===== src/rtl/pipe_ctrl_pkg.sv =====
// Shared types for the pipeline hazard controller: forwarding selects,
// controller states, shadow-stage entries and the operand forwarding function.
package pipe_ctrl_pkg;

  // Wide enough for any supported register-index width; narrower indices are zero-extended.
  localparam int RD_MAX_W = 8;

  typedef enum logic [1:0] {
    FWD_RF    = 2'b00,
    FWD_EXMEM = 2'b01,
    FWD_MEMWB = 2'b10,
    FWD_WB    = 2'b11
  } fwd_t;

  typedef enum logic [1:0] {
    RUN   = 2'd0,
    STALL = 2'd1,
    FLUSH = 2'd2
  } ctrl_state_t;

  typedef struct packed {
    logic                valid;
    logic [RD_MAX_W-1:0] rd;
    logic                wr;
    logic                load;
  } shadow_t;

  function automatic logic tracked(shadow_t e);
    return e.valid && e.wr && (e.rd != '0);
  endfunction

  // Youngest producer wins; a load still in EX has no data yet.
  function automatic fwd_t fwd_sel(logic [RD_MAX_W-1:0] rs, shadow_t ex, shadow_t mem,
                                   shadow_t wb);
    if (tracked(ex) && !ex.load && (ex.rd == rs))
      return FWD_EXMEM;
    else if (tracked(mem) && (mem.rd == rs))
      return FWD_MEMWB;
    else if (tracked(wb) && (wb.rd == rs))
      return FWD_WB;
    else
      return FWD_RF;
  endfunction

endpackage


===== src/rtl/hz_shadow_stage.sv =====
// One shadow pipeline stage: a {valid, rd, wr, load} register cleared by reset.
import pipe_ctrl_pkg::*;

module hz_shadow_stage (
  input  logic    clk,
  input  logic    rst,
  input  shadow_t d,
  output shadow_t q
);

  always_ff @(posedge clk or negedge rst) begin
    if (!rst) q <= '0;
    else      q <= d;
  end

endmodule


===== src/rtl/pipe_hazard_ctrl.sv =====
// Hazard controller for a 5-stage pipeline: load-use stall, branch flush,
// operand forwarding selects and saturating stall/flush event counters.
//
//   state | meaning
//   RUN   | previous cycle had no hazard and no flush
//   STALL | previous cycle stalled for a load-use hazard
//   FLUSH | previous cycle squashed IF/ID and ID/EX for a taken branch
import pipe_ctrl_pkg::*;

module pipe_hazard_ctrl #(
  parameter int REG_W = 3,
  parameter int CNT_W = 16
) (
  input  logic             clk,
  input  logic             rst,
  input  logic             id_valid,
  input  logic [REG_W-1:0] id_rs1,
  input  logic [REG_W-1:0] id_rs2,
  input  logic             id_use1,
  input  logic             id_use2,
  input  logic [REG_W-1:0] id_rd,
  input  logic             id_wr,
  input  logic             id_load,
  input  logic             ex_br_taken,
  output logic             pc_write,
  output logic             ifid_write,
  output logic             idex_bubble,
  output logic             ifid_flush,
  output logic             pc_sel_branch,
  output logic [1:0]       fwd_a,
  output logic [1:0]       fwd_b,
  output logic [CNT_W-1:0] stall_cnt,
  output logic [CNT_W-1:0] flush_cnt,
  output logic [1:0]       state
);

  localparam logic [CNT_W-1:0] CNT_MAX = '1;

  shadow_t             ex_d, ex_q, mem_q, wb_q;
  logic [RD_MAX_W-1:0] rs1_x, rs2_x, rd_x;
  logic                load_use, flush, stall;
  ctrl_state_t         state_q, state_d;

  always_comb begin
    rs1_x = '0;
    rs2_x = '0;
    rd_x  = '0;
    rs1_x[REG_W-1:0] = id_rs1;
    rs2_x[REG_W-1:0] = id_rs2;
    rd_x[REG_W-1:0]  = id_rd;
  end

  // Gated by reset so a taken-branch input cannot drive outputs while in reset.
  assign flush    = ex_br_taken & rst;
  assign load_use = id_valid & tracked(ex_q) & ex_q.load &
                    ((id_use1 & (ex_q.rd == rs1_x)) | (id_use2 & (ex_q.rd == rs2_x)));
  assign stall    = load_use & ~flush;

  assign pc_write      = ~stall;
  assign ifid_write    = ~stall;
  assign idex_bubble   = stall | flush;
  assign ifid_flush    = flush;
  assign pc_sel_branch = flush;

  assign fwd_a = fwd_sel(rs1_x, ex_q, mem_q, wb_q);
  assign fwd_b = fwd_sel(rs2_x, ex_q, mem_q, wb_q);

  always_comb begin
    ex_d.valid = id_valid & ~idex_bubble;
    ex_d.rd    = rd_x;
    ex_d.wr    = id_wr;
    ex_d.load  = id_load;
  end

  hz_shadow_stage u_ex  (.clk(clk), .rst(rst), .d(ex_d),  .q(ex_q));
  hz_shadow_stage u_mem (.clk(clk), .rst(rst), .d(ex_q),  .q(mem_q));
  hz_shadow_stage u_wb  (.clk(clk), .rst(rst), .d(mem_q), .q(wb_q));

  always_ff @(posedge clk or negedge rst) begin
    if (!rst) state_q <= RUN;
    else      state_q <= state_d;
  end

  always_comb begin
    state_d = RUN;
    if (flush)      state_d = FLUSH;
    else if (stall) state_d = STALL;
  end

  assign state = state_q;

  always_ff @(posedge clk or negedge rst) begin
    if (!rst) begin
      stall_cnt <= '0;
      flush_cnt <= '0;
    end else begin
      if (stall && (stall_cnt != CNT_MAX)) stall_cnt <= stall_cnt + 1'b1;
      if (flush && (flush_cnt != CNT_MAX)) flush_cnt <= flush_cnt + 1'b1;
    end
  end

endmodule

===== config.mk =====
export PLATFORM = sky130hd
export DESIGN_NAME = pipe_hazard_ctrl
export DESIGN_NICKNAME = d
export VERILOG_FILES = /design/src/rtl/pipe_ctrl_pkg.sv /design/src/rtl/hz_shadow_stage.sv /design/src/rtl/pipe_hazard_ctrl.sv
export SDC_FILE = /design/constraint.sdc
export NUM_CORES = 1
export LEC_CHECK = 0
export BUFFER_PORTS_ARGS = -buffer_cell sky130_fd_sc_hd__clkbuf_2
export CAP_MARGIN = 20
export CORE_UTILIZATION = 40
export CTS_BUF_LIST = sky130_fd_sc_hd__clkbuf_2
export DETAILED_ROUTE_END_ITERATION = 7
export PLACE_DENSITY_LB_ADDON = 0.3
export REMOVE_ABC_BUFFERS = 1
export SYNTH_ARGS = -nofsm -noshare
export SYNTH_HDL_FRONTEND = slang
export SYNTH_SLANG_ARGS = --single-unit

===== constraint.sdc =====
create_clock -name clk -period 1.9 [get_ports clk]
set_input_delay 0.38 -clock clk [delete_from_list [all_inputs] [get_ports clk]]
set_output_delay 0.38 -clock clk [all_outputs]
set_load 0.02 [all_outputs]

==> results.txt <==
The number of synthesis warnings is 0. The initialized floorplan defines 27 standard-cell rows. The post-CTS clock slew at the launch and capture registers of the worst setup and hold paths is between 0.2 and 0.25 ns. The path type of the worst setup path is flip-flop to output pin. The via density per instance is 5.039. In the layout the commonest cells are sky130_fd_sc_hd__clkbuf_2 (60), sky130_fd_sc_hd__dfrtp_1 (47), sky130_fd_sc_hd__buf_4 (33), sky130_fd_sc_hd__xnor2_1 (26), sky130_fd_sc_hd__nand2_1 (19). The busiest layer in global routing is met2. The async set or reset register ratio after synthesis came out at 1.000. The number of enable flip-flop cells after synthesis came out at 0. In this run the worst hold path is classified as primary input to asynchronous set/reset pin. The final-report max-slew violation count is 0. The number of sinks on the clock net is 50. The height of the die came out at 78.59 um. The worst setup path is launched from a flip-flop. The remaining global-route overflow came out at 0.

Once placement completed, the tool counted placed cells totaling approximately 360. The maximum number of pins on one net before global-route repair came out at 51. The via count came out at between 1500 and 2000.

The wire length reported by the detailed router came out at 5753 um. The growth of design area from synthesis to finish came out at 47.68%. The number of hold violations in the final report is 0. The remaining antenna violation count after routing is 0. In this run the standard cell core region covers approximately 5600 um2. The final cycle utilization of the critical path came out at 1.311.

The mean cell area of the mapped netlist is between 10 and 15 um2. The slowest stage of the critical path is the sky130_fd_sc_hd__dfrtp_2 cell. The checks that failed: setup timing.

The clock skew is 0.02648 ns. The arrival time at the worst endpoint came out at between 2 and 2.5 ns. The share of cells above drive strength 1 came out at 0.4730. For this run, the slowest stage of the critical path takes 0.51 ns. The critical path data required time is 1.52 ns. The normalized max-slew margin came out at 0.5881. The initial core utilization came out at 0.4209. Timing would allow up to 401.6 MHz. The most common library cell in the layout ignoring fill and taps is sky130_fd_sc_hd__clkbuf_2. In the post-route analysis, the smallest setup slack over all paths is -0.5902 ns. The critical path capture point type is an output pin. The worst register-to-register path ends at stall_cnt[7]$_DFFE_PN0P_. In the global route stage, met1 resource usage came out at 0.2211. The detailed placement HPWL is 3874 um. The final layout contains 333 nets.

The leading area contributor after synthesis is sky130_fd_sc_hd__dfrtp_1. The final setup violation count is 21. At the pin with the least slew margin, the transition time is 0.6179 ns. The share of synthesized area in the top cell type comes to 0.5333. The count of buffers added on input and output ports is 59.

The maximum fanout count along the critical path is 7. Walking the worst path, the cells encountered are buf_4 > buf_6 > o311a_4 > and4_2 > o21ai_4 > buf_8. Max-cap violations in this run came to 0. The number of CTS-inserted buffers came out at 5.

The H-tree was split into 2 levels. In this run the count of I/O pins placed on the die edge is 60. Across every metal layer, demand over resource in global routing totals 0.1805.

The met2 track demand over resource is 0.3043. The die footprint came out at ~6200 um2. The reg-to-reg critical path startpoint is u_ex.q[3]$_DFF_PN0_. The final critical path time including I/O delays and setup came out at 2.490 ns. Routability-driven placement finished with a final weighted congestion of 0.8199. The post-route non-filler standard cell count is 387.

The clock insertion delay at the later pin of the skew report came out at 0.42 ns. The worst setup slack for register-to-register paths is -0.56 ns. The count of routing violations after the opening detailed-route iteration came out at 43. The antenna diode instance count came out at 0. The via count of the first global-routing pass is approximately 1800. Dividing total power by cell area gives a power density of 668.4 nW/um2. The number of cells on the worst reg-to-reg path came out at 13. The clock tree root driver cell is sky130_fd_sc_hd__clkbuf_2. The routed wirelength normalized by instance count is 14.87 um.

The cell area after technology mapping came out at approximately 2300 um2. Synthesis produced a netlist whose cell count is roughly 200. The first-pass GRT wire length came out at ~8500 um.

The chip width is approximately 79 um. Synthesis inferred 50 register bits. Setup repair after global routing could not meet its margin everywhere. The maximum clock path buffer count is 2. The most used flip-flop cell after synthesis is sky130_fd_sc_hd__dfrtp_1. The initial antenna violation count is 0. In the global route stage, met3 resource usage came out at 0.05000. The detailed-routing iteration count for the pre-antenna-repair pass came out at 4. TritonCTS built the clock tree. The leakage power total is 0.001676 uW. Sorting the synthesized cells by area gives the leading types as sky130_fd_sc_hd__dfrtp_1 (53%), sky130_fd_sc_hd__xnor2_1 (9.7%), sky130_fd_sc_hd__xor2_1 (7.8%), sky130_fd_sc_hd__nand4_1 (3.2%), sky130_fd_sc_hd__nand2_1 (3.0%). The worst-case vdd ir drop came out at approximately 530 uV. Of the synthesized area, sequential elements account for 0.5333.

Timing analysis after detailed placement gives a worst setup slack of -0.2309 ns. The unique cell type count in the Yosys netlist is 34. The DRC violation count after routing came out at 0. The flow ran to the end, but the final reports show violations.
-- cell usage after synthesis (2+ instances only) --
| cell | count |
|---|---|
| sky130_fd_sc_hd__nand4_1 | 12 |
| sky130_fd_sc_hd__inv_1 | 4 |
| sky130_fd_sc_hd__dfrtp_1 | 50 |
| sky130_fd_sc_hd__mux2_2 | 3 |
| sky130_fd_sc_hd__nor4_1 | 3 |
| sky130_fd_sc_hd__a22oi_1 | 2 |
| sky130_fd_sc_hd__nand2_1 | 19 |
| sky130_fd_sc_hd__and4_1 | 3 |
| sky130_fd_sc_hd__o311a_1 | 2 |
| sky130_fd_sc_hd__nor4b_4 | 2 |
| sky130_fd_sc_hd__nand3_1 | 11 |
| sky130_fd_sc_hd__and3_1 | 2 |
| sky130_fd_sc_hd__ha_1 | 2 |
| sky130_fd_sc_hd__nor3_1 | 11 |
| sky130_fd_sc_hd__nor2_1 | 9 |
| sky130_fd_sc_hd__nand2b_1 | 3 |
| sky130_fd_sc_hd__xnor2_1 | 26 |
| sky130_fd_sc_hd__xor2_1 | 21 |
| sky130_fd_sc_hd__buf_4 | 2 |
| sky130_fd_sc_hd__nor4b_1 | 2 |
-- what timing repair did --
item,in CTS,in global routing
endpoints found under the setup margin,13,24
pin swaps,7,15
buffers inserted,3,13
gates resized for setup,31,38
hold buffers,0,5
hold endpoints to repair,0,5
-- sequential cells by signal (all words and copies together), names as in the netlist --
name and count:
flush_cnt 16, stall_cnt 16, state 2, u_ex.q 6
u_mem.q 5, u_wb.q 5
-- critical path: cells and delay by family (launching register included) --
family	cells	cell delay, ns
AOI/OAI and AO/OA	2	0.50
buffers and inverters	3	0.44
DFF	1	0.51
and+or+nand+nor	1	0.26
-- report_power, final --
part / switching [uW] / internal (uW)
Combinational: 278 / 250
Sequential: 92.1 / 1150
Clock: 312 / 234
-- cell type report --
| type | instances | area, um2 |
|---|---|---|
| clock inverters | 1 | 30.03 |
| multi-input cells | 146 | 1284 |
| flip-flops and latches | 50 | 1255 |
| fillers | 456 | 2110 |
| repair buffers | 107 | 755.7 |
| well taps | 72 | 90.09 |
| clock buffers | 7 | 35.03 |
| inverters | 4 | 15.01 |
-- metrics by stage --
stage / power, uW / TNS [ns] / hold slack, ns / util / instance area, um2
floorplan: 1499 / -0.2883 / 0.08441 / - / 2320
detailed placement: 1727 / -0.8012 / 0.3734 / 0.5230 / 2915
finish: 2316 / -7.699 / 0.05137 / 0.6215 / 3465
global placement: 1712 / -0.4175 / 0.3709 / 0.5230 / 2915
CTS: 2303 / -4.696 / 0.02019 / 0.5686 / 3169
global route: 2450 / -9.479 / 0.04019 / 0.6215 / 3465
-- cells by family after synthesis --
family,share of synthesized area
adders and majority gates,0.01066
AOI/OAI and AO/OA,0.03307
DFF,0.5333
muxes,0.01440
buffers and inverters,0.01760
and+or+nand+nor,0.2155
xor gates and xnor gates,0.1755
-- how the worst max path moves through the flow --
stage                        startpoint                        end  slack [ns]  cells after the start
floorplan           u_ex.q[3]$_DFF_PN0_  stall_cnt[15]$_DFFE_PN0P_       -0.15                      5
global placement              id_rs1[0]                idex_bubble       -0.21                      7
detailed placement            id_rs1[0]                idex_bubble       -0.23                      7
CTS                 u_ex.q[4]$_DFF_PN0_                idex_bubble       -0.60                      6
global route        u_ex.q[3]$_DFF_PN0_                 ifid_write       -0.70                      6
finish              u_ex.q[3]$_DFF_PN0_                 ifid_write       -0.59                      6
-- per-layer routing --
layer	routed length [um]	up-vias
li1	-	932
met1	2436	957
met2	2971	54
met3	277	7
met4	68	0
met5	0	-
No activity file was read; power rests on OpenSTA's default activity.
